--- src/rtl/cdc_toggle_pulse_array_if.sv ---
// Event-link bundle between the toggle CDC receiver and its consumer.
// The source-side toggles and the consumer handshake travel together, so one
// interface carries both; clk and rst stay outside as plain ports.
interface cdc_toggle_pulse_array_if #(
  parameter int CHANNELS = 4,
  parameter int CNT_W    = 3
);
  logic [CHANNELS-1:0]       toggle;
  logic [CHANNELS-1:0]       ready;
  logic [CHANNELS-1:0]       clr_overflow;
  logic [CHANNELS-1:0]       pulse;
  logic [CHANNELS-1:0]       valid;
  logic [CHANNELS*CNT_W-1:0] pending;
  logic [CHANNELS-1:0]       overflow;
  logic [CHANNELS-1:0]       ack_toggle;

  // Environment side: drives toggles and consumer controls, observes events.
  modport master (
    output toggle, ready, clr_overflow,
    input  pulse, valid, pending, overflow, ack_toggle
  );

  // Receiver side: the cdc_toggle_pulse_array itself.
  modport slave (
    input  toggle, ready, clr_overflow,
    output pulse, valid, pending, overflow, ack_toggle
  );
endinterface

--- src/rtl/cdc_toggle_pulse_array.sv ---
// Receive side of a multi-channel toggle CDC event link.
// Each channel synchronises an asynchronous toggle, converts every level change
// into a one-cycle pulse, queues events in a saturating counter drained by a
// valid/ready handshake, and returns the synchronised level as an ack toggle.
module cdc_toggle_pulse_array #(
  parameter int CHANNELS    = 4,
  parameter int SYNC_STAGES = 2,
  parameter int CNT_W       = 3
) (
  input logic                     clk,
  input logic                     rst,
  cdc_toggle_pulse_array_if.slave bus
);

  localparam logic [CNT_W-1:0] MAX_CNT = '1;
  localparam logic [CNT_W-1:0] ONE_CNT = CNT_W'(1);

  logic [CHANNELS-1:0][SYNC_STAGES-1:0] r_sync;
  logic [CHANNELS-1:0]                  r_out_toggle;
  logic [CHANNELS-1:0][CNT_W-1:0]       r_pending;
  logic [CHANNELS-1:0]                  r_overflow;

  logic [CHANNELS-1:0]                  w_s_toggle;
  logic [CHANNELS-1:0]                  w_pulse;
  logic [CHANNELS-1:0]                  w_valid;
  logic [CHANNELS-1:0]                  w_pop;
  logic [CHANNELS-1:0][CNT_W-1:0]       w_pending_next;
  logic [CHANNELS-1:0]                  w_overflow_next;

  // Synchroniser chains: toggle[i] enters stage 0 and shifts toward the last stage.
  // NOTE: sequential state uses non-blocking assignments so every flop samples
  // the pre-edge value of its neighbour; blocking here would collapse the chain.
  always_ff @(posedge clk or posedge rst) begin
    if (rst) begin
      r_sync <= '0;
    end else begin
      for (int i = 0; i < CHANNELS; i++) begin
        r_sync[i] <= {r_sync[i][SYNC_STAGES-2:0], bus.toggle[i]};
      end
    end
  end

  // Last synchroniser stage per channel and the occupancy flag of each counter.
  always_comb begin
    w_s_toggle = '0;
    w_valid    = '0;
    for (int i = 0; i < CHANNELS; i++) begin
      w_s_toggle[i] = r_sync[i][SYNC_STAGES-1];
      w_valid[i]    = (r_pending[i] != '0);
    end
  end

  assign w_pulse = w_s_toggle ^ r_out_toggle;
  assign w_pop   = w_valid & bus.ready;

  // Edge-detect register; its value doubles as the acknowledge toggle.
  always_ff @(posedge clk or posedge rst) begin
    if (rst) begin
      r_out_toggle <= '0;
    end else begin
      r_out_toggle <= w_s_toggle;
    end
  end

  // Counter and overflow update: push saturates, push+pop cancels, set beats clear.
  // NOTE: every output of this block gets a default before any branch, so no
  // path leaves a variable unassigned and no latch is inferred.
  always_comb begin
    w_pending_next  = r_pending;
    w_overflow_next = r_overflow & ~bus.clr_overflow;
    for (int i = 0; i < CHANNELS; i++) begin
      unique case ({w_pulse[i], w_pop[i]})
        2'b10: begin
          if (r_pending[i] == MAX_CNT) begin
            w_overflow_next[i] = 1'b1;
          end else begin
            w_pending_next[i] = r_pending[i] + ONE_CNT;
          end
        end
        2'b01:   w_pending_next[i] = r_pending[i] - ONE_CNT;
        default: w_pending_next[i] = r_pending[i];
      endcase
    end
  end

  // Pending counters and sticky overflow flags.
  // NOTE: reset clears queued events too, so a reset mid-operation discards
  // anything not yet drained rather than replaying stale events.
  always_ff @(posedge clk or posedge rst) begin
    if (rst) begin
      r_pending  <= '0;
      r_overflow <= '0;
    end else begin
      r_pending  <= w_pending_next;
      r_overflow <= w_overflow_next;
    end
  end

  assign bus.pulse      = w_pulse;
  assign bus.valid      = w_valid;
  assign bus.pending    = r_pending;
  assign bus.overflow   = r_overflow;
  assign bus.ack_toggle = r_out_toggle;

endmodule

--- src/flat_wrapper.sv ---
// flat-port wrapper written by rule: the top's interface ports become plain ports
module cdc_toggle_pulse_array_flat 
#(
  parameter int CHANNELS    = 4,
  parameter int SYNC_STAGES = 2,
  parameter int CNT_W       = 3
)
  (clk, rst, bus_toggle, bus_ready, bus_clr_overflow, bus_pulse, bus_valid, bus_pending, bus_overflow, bus_ack_toggle);
  cdc_toggle_pulse_array_if #(.CHANNELS(CHANNELS), .CNT_W(CNT_W)) bus_i ();
  input logic clk;
  input logic rst;
  input wire logic [$bits(bus_i.toggle)-1:0] bus_toggle;
  input wire logic [$bits(bus_i.ready)-1:0] bus_ready;
  input wire logic [$bits(bus_i.clr_overflow)-1:0] bus_clr_overflow;
  output wire logic [$bits(bus_i.pulse)-1:0] bus_pulse;
  output wire logic [$bits(bus_i.valid)-1:0] bus_valid;
  output wire logic [$bits(bus_i.pending)-1:0] bus_pending;
  output wire logic [$bits(bus_i.overflow)-1:0] bus_overflow;
  output wire logic [$bits(bus_i.ack_toggle)-1:0] bus_ack_toggle;
  assign bus_i.toggle = bus_toggle;
  assign bus_i.ready = bus_ready;
  assign bus_i.clr_overflow = bus_clr_overflow;
  assign bus_pulse = bus_i.pulse;
  assign bus_valid = bus_i.valid;
  assign bus_pending = bus_i.pending;
  assign bus_overflow = bus_i.overflow;
  assign bus_ack_toggle = bus_i.ack_toggle;
  cdc_toggle_pulse_array #(.CHANNELS(CHANNELS), .SYNC_STAGES(SYNC_STAGES), .CNT_W(CNT_W)) u_core (.clk(clk), .rst(rst), .bus(bus_i));
endmodule
--- config.mk ---
export PLATFORM = sky130hd
export DESIGN_NAME = cdc_toggle_pulse_array_flat
export DESIGN_NICKNAME = d
export VERILOG_FILES = /design/src/rtl/cdc_toggle_pulse_array_if.sv /design/src/rtl/cdc_toggle_pulse_array.sv /design/src/flat_wrapper.sv
export SDC_FILE = /design/constraint.sdc
export NUM_CORES = 1
export LEC_CHECK = 0
export ABC_AREA = 1
export CORE_MARGIN = 2
export CORE_UTILIZATION = 55
export DETAILED_ROUTE_END_ITERATION = 8
export DONT_BUFFER_PORTS = 1
export GPL_TIMING_DRIVEN = 0
export HOLD_SLACK_MARGIN = 0.15
export PLACE_DENSITY = 0.75
export SLEW_MARGIN = 15
export SYNTH_ARGS = -nofsm -noshare
export SYNTH_HDL_FRONTEND = slang
export SYNTH_SLANG_ARGS = --single-unit
--- constraint.sdc ---
create_clock -name clk -period 1.8 [get_ports clk]
set_clock_uncertainty 0.2 [all_clocks]
set_input_delay 0.18 -clock clk [delete_from_list [all_inputs] [get_ports clk]]
set_output_delay 0.18 -clock clk [all_outputs]
set_load 0.01 [all_outputs]
# Yosys cells after proc, flatten, opt, wreduce, memory -nomap -nowiden

Index checks and enable logic that the tools add are counted.

Multiplexer cells: 16
Eq/ne operators: 16
Bitwise operators: 4
Reduce and logical (&&, ||, !) cells: 12
Add/subtract/negate cells: 8

Operator list:

| operator                                            | number |
|---|---|
| case mux 3 bit (2 select lines)                     | 4 |
| adder 3 x 1 -> 3 bit, second input constant         | 4 |
| equality test 3 bit, second input constant          | 4 |
| two-way mux 3 bit                                   | 4 |
| nonzero test 3 bit                                  | 4 |
| subtractor 3 x 1 -> 3 bit, second input constant    | 4 |
| bitwise AND 4 bit                                   | 2 |
| equality test 2 x 1 -> 1 bit, second input constant | 4 |
| equality test 2 bit, second input constant          | 4 |
| two-way mux 1 bit                                   | 8 |
| != test 2 bit, second input constant                | 4 |
| AND reduction 2 bit                                 | 4 |
| nonzero test 2 bit                                  | 4 |
| inverter 4 bit                                      | 1 |
| bitwise XOR 4 bit                                   | 1 |

Word-level logic and storage cells: 66
Output and inout port bits: 28
Bits of input ports: 14
Register bits: 28

# Longest topological paths before layout

Word-level depth: 5
Gate-level depth with buffers: 11

# Worst setup path before layout

No wires, ideal clock.

Path kind: reg-to-reg
Start: register u_core.r_pending (netlist bit u_core.bus.pending[6])
End: register u_core.r_pending (netlist bit u_core.bus.pending[8])
Clock period less this slack: 1,863 ps
Arrival: 1,546 ps
Data required time: 1,483 ps
Stages on the path, launching flop included: 11
Setup slack: -63 ps
Cells stage by stage: dfrtp_1 > inv_2 > nand3_2 > nand2_2 > nor2_2 > inv_2 > fa_1 > inv_1 > nand4_1 > nand3_1 > nand2_1

Word-level cells in the longest chain between the ends: 5
Elaborated cells on any way between the ends: 12
Classes of those cells: add/sub: 2; eq/ne: 4; mux: 2; bitwise: 1; reduce/logical: 3

RTL lines:

| item                                                                | line                         | text |
|---|---|---|
| start, declared                                                     | cdc_toggle_pulse_array.sv:20 | `logic [CHANNELS-1:0][CNT_W-1:0] r_pending;` |
| start signal, assigned                                              | cdc_toggle_pulse_array.sv:94 | `r_pending <= w_pending_next;` |
| nonzero test 3 bit *                                                | cdc_toggle_pulse_array.sv:49 | `w_valid[i] = (r_pending[i] != '0);` |
| named net bus_valid[2]                                              | flat_wrapper.sv:16           | `output wire logic [$bits(bus_i.valid)-1:0] bus_valid;` |
| bitwise AND 4 bit *                                                 | cdc_toggle_pulse_array.sv:54 | `assign w_pop = w_valid & bus.ready;` |
| equality test 2 bit or equality test 2 x 1 -> 1 bit (tied branches) | cdc_toggle_pulse_array.sv:72 | `unique case ({w_pulse[i], w_pop[i]})` |
| != test 2 bit (no line) or nonzero test 2 bit (tied branches)       | --                           |  |
| AND reduction 2 bit (no line)                                       | --                           |  |

The timed path passes the listed nets; every way through them passes the cells marked *. The select of a mux whose other input is x is not followed.
A chain may end at the register's enable or synchronous reset.

# Worst setup path after layout

Start: register u_core.r_pending (netlist bit u_core.bus.pending[7])
End: register u_core.r_pending (netlist bit u_core.bus.pending[8])

Same word-level chain as after synthesis.

==> results list <==
- Run status: complete, but fails checks
- The final reports fail on setup timing.
* Rows: 18
- After synthesis the cells add up to 1390 um^2.
- Along the worst path, the maximum fanout reaches 3.
* Fraction of synthesis flops using an asynchronous set or reset pin: 100%
* Cell variety after synth: 19
* # diodes: 0
* Number of register bits inferred by synthesis: 28
- Number of enable flip-flop cells after synthesis: 0
- After synthesis, the cell types taking the most area are sky130_fd_sc_hd__dfrtp_1 51%, sky130_fd_sc_hd__nand2_1 8.1%, sky130_fd_sc_hd__xor2_2 7.0%.
- TritonCTS built the clock tree.
- Average footprint of a synthesized cell: 10.3 um^2
- Final clock period utilization by the worst path: 104%
- In the final timing run, aggregate negative setup slack is -98.0 ps.
- Across all layers, the routed design uses 980 vias.
- Synthesis-to-layout area growth: 30.9%
- Overall die area: 2940 um^2
- Count leader, synth: sky130_fd_sc_hd__nand2_1
* Leakage Power: 0.000820 uW
- Half-perimeter wire length of the detailed placement result: 1750 um
- Final hold violation count: 0
- Clock-pin slew on the worst setup and hold paths: 150 ps
* Worst path setup slack after routing: -80.9 ps
* Global-route wire length before repair: 4170 um
* Cell count of the worst reg-to-reg path: 10
- The total overflow left after global routing is 0.
- In this run the power density over the cells is 1480 nW/um^2.
- Routability-driven placement finished with a final weighted congestion of 0.644.
- Root Buffer: sky130_fd_sc_hd__clkbuf_4
- Average wire per cell in the routed design: 14.1 um
- In the routed design, unresolved DRC markers number 0.
- STA classifies the critical path startpoint as a register.
- Count of non-filler cells in the finished layout: 191
* Fraction of post-synthesis cell area in the top cell type by area: 50.6%
- Count of antenna-violating nets left after detailed routing: 0
- The number of clock buffers added by TritonCTS is 3.
- Starting density of the core: 56.9%
- The finished cells cover 1810 um^2.
- Layout cell share with drive strength beyond 1: 49.7%
- Max_slew headroom: 35.7%
* CTS max path bufs: 2
- The layout has 153 filler cells.
* Number of vias per cell: 5.13
- The slowest stage of the critical path belongs to the cell sky130_fd_sc_hd__dfrtp_1.
* Actual transition at the worst max-transition pin: 958 ps
- Number of stages on the worst hold path: 0
- Max-cap violations in this run came to 0.
- The critical path is of the register to register type.
* Number of top-level pins: 42
- CORE AREA: 2430 um^2
* Final max-slew violation count: 0
- The via count of the first global-routing pass is 1013.
* Slowest stage delay, CP: 460 ps
* Highest achievable clock rate: 0.532 GHz
* Post-Synthesis Net Count: 153
- Number of DRC markers after the initial detailed-route iteration: 11
- After detailed placement, the total cell area comes to 1440 um^2.
- Worst path cell trace: inv_2 -> nand3_4 -> nand2_4 -> nor2_4 -> inv_2 -> fa_2 -> inv_2 -> nand4_1 -> nand3_1 -> nand2_1
- After layout, the minimum clock period comes to 1880 ps.
- Cell type contributing the most total cell area after synthesis: sky130_fd_sc_hd__dfrtp_1
- Measured along the y axis, the die boundary spans 54.2 um.
- Number of buffers inserted by port buffering: 0
* Cell count after synthesis: 135
* Horizontal die dimension: 54.2 um
* Type of the tightest min-delay check: register to register
- GRT Util Overall: 20.2%
* Number of warnings reported in the yosys synthesis log: 0
- STA classifies the critical path endpoint as a register.
- The pre-antenna-repair detailed-routing pass consisted of 4 iterations.
* Setup repair after global routing missed its margin: true
- Aggregate routed wire length: 2690 um
- Register area share after synthesis: 50.6%
- Arr. time, crit path: 1910 ps
- IR drop worst, VDD: 0.996 mV
- Nets: 180
- Final setup violation count: 2
- By count the netlist is led by 30 x sky130_fd_sc_hd__nand2_1, 28 x sky130_fd_sc_hd__dfrtp_1, 20 x sky130_fd_sc_hd__inv_1.
- Data required time at the worst endpoint: 1830 ps
* Clock sink count: 28
* Clock latency reported for the late side of the worst-skew pair: 320 ps
* Number of H-tree levels: 1
- Counting tap cells, the placed design contains a total of 165 instances.
- Most frequently used flop master after synthesis: sky130_fd_sc_hd__dfrtp_1
- Entering global routing, the biggest net connects 29 pins.
- Most frequent cell on the critical path: sky130_fd_sc_hd__inv_2
- Number of antenna violations at the first check in global routing: 0
==> stage by stage <==
step                      hold slack (ps)  worst slack, ps  power (uW)  util, %
after floorplan                      11.4             13.1        1910        -
after global placement               11.5            -71.9        2030     59.4
after detailed placement             11.5             -137        2110     59.4
after CTS                           -46.2            -92.2        2530     69.5
after global routing                  179             -128        2900     74.5
final                                 171            -80.9        2690     74.5
==> final cells by class <==
cell class | instances | area, um^2 | share of cell area, %
Timing Repair Buffer | 22 | 200 | 11.0
Clock buffer | 4 | 36.3 | 2.00
Sequential cell | 28 | 724 | 40.0
Multi-Input combinational cell | 82 | 718 | 39.6
Tap cell | 30 | 37.5 | 2.07
Inverter | 25 | 96.3 | 5.31
==> path summary, 6_finish.rpt <==
| check | start | endpoint | slack (ps) |
|---|---|---|---|
| setup reg to reg | u_core.bus.pending[7] | u_core.bus.pending[8] | -80 |
| hold / removal | u_core.r_sync[6] | u_core.r_sync[7] | 170 |
| max in group asynchronous | rst | u_core.bus.pending[10] | 730 |
| hold reg to reg | u_core.r_sync[6] | u_core.r_sync[7] | 170 |
| min in group asynchronous | rst | u_core.bus.pending[4] | 180 |
| setup / recovery | u_core.bus.pending[7] | u_core.bus.pending[8] | -80 |
==> layout by cell type (no fill, tap or decap) <==
cell type	Yosys	final
sky130_fd_sc_hd__nand3_2	8	4
sky130_fd_sc_hd__dfrtp_2	0	19
sky130_fd_sc_hd__clkbuf_4	0	3
sky130_fd_sc_hd__xor2_1	1	1
sky130_fd_sc_hd__a21oi_1	1	1
sky130_fd_sc_hd__nand3_4	0	5
sky130_fd_sc_hd__dfrtp_1	28	9
sky130_fd_sc_hd__buf_4	0	8
sky130_fd_sc_hd__clkinv_1	0	1
sky130_fd_sc_hd__a21oi_2	2	2
sky130_fd_sc_hd__nand3_1	10	9
sky130_fd_sc_hd__nor2_4	0	2
sky130_fd_sc_hd__xnor2_2	0	2
sky130_fd_sc_hd__o21ai_1	1	1
sky130_fd_sc_hd__nor2_2	4	3
sky130_fd_sc_hd__xor2_2	6	5
sky130_fd_sc_hd__fa_2	0	4
sky130_fd_sc_hd__nor2_1	3	2
sky130_fd_sc_hd__xnor2_4	0	1
sky130_fd_sc_hd__o22ai_1	4	4
sky130_fd_sc_hd__clkbuf_8	0	1
sky130_fd_sc_hd__nand2_4	3	4
sky130_fd_sc_hd__inv_1	20	13
sky130_fd_sc_hd__inv_2	5	10
sky130_fd_sc_hd__dlygate4sd3_1	0	14
sky130_fd_sc_hd__nand2_2	1	5
sky130_fd_sc_hd__nand2_1	30	25
sky130_fd_sc_hd__inv_4	0	1
sky130_fd_sc_hd__xor2_4	0	1
sky130_fd_sc_hd__nand4_1	1	1
==> state kept, by name (all words and copies together) (netlist names) <==
signal,cells
u_core.bus.ack_toggle,4
u_core.bus.overflow,4
u_core.bus.pending,12
u_core.r_sync,8
==> critical path, delay by kind of cell, from the launching register on <==
kind	cells	cell delay [ps]
buffers and inverters	3	210
adders and majority gates	1	370
and+or+nand+nor	6	550
DFF	1	460
==> per-layer routing <==
metal	track usage, %	vias to the layer above	share of wire (%)
li1	-	466	-
met1	20.0	477	36
met2	40.4	35	56
met3	4.72	2	6.8
met4	6.25	0	0.71
met5	0	-	0
==> power breakdown <==
part | total (uW) | internal (uW) | switching, uW | leakage [uW]
clock network | 299 | 124 | 176 | 0.0000210
logic | 1230 | 524 | 706 | 0.000484
registers | 1160 | 836 | 322 | 0.000315
total | 2690 | 1480 | 1200 | 0.000820
==> repair_timing <==
action	CTS	global route
endpoints found under the setup margin	5	8
hold endpoints to repair	48	4
resized for setup	19	26
pin swaps	6	10
buffers inserted	4	4
hold buffers	13	1
==> kinds of logic (layout without fill, tap and decap cells) <==
| logic type | count (synthesis) | count (layout) | synth area share (%) |
|---|---|---|---|
| buf+inv | 25 | 51 | 6.78 |
| flops | 28 | 28 | 50.6 |
| xor+xnor | 10 | 10 | 9.58 |
| simple gates | 60 | 60 | 23.5 |
| compound gates | 8 | 8 | 3.79 |
| fa+ha+maj | 4 | 4 | 5.78 |
Note: power is estimated with default switching activity, not from simulation.
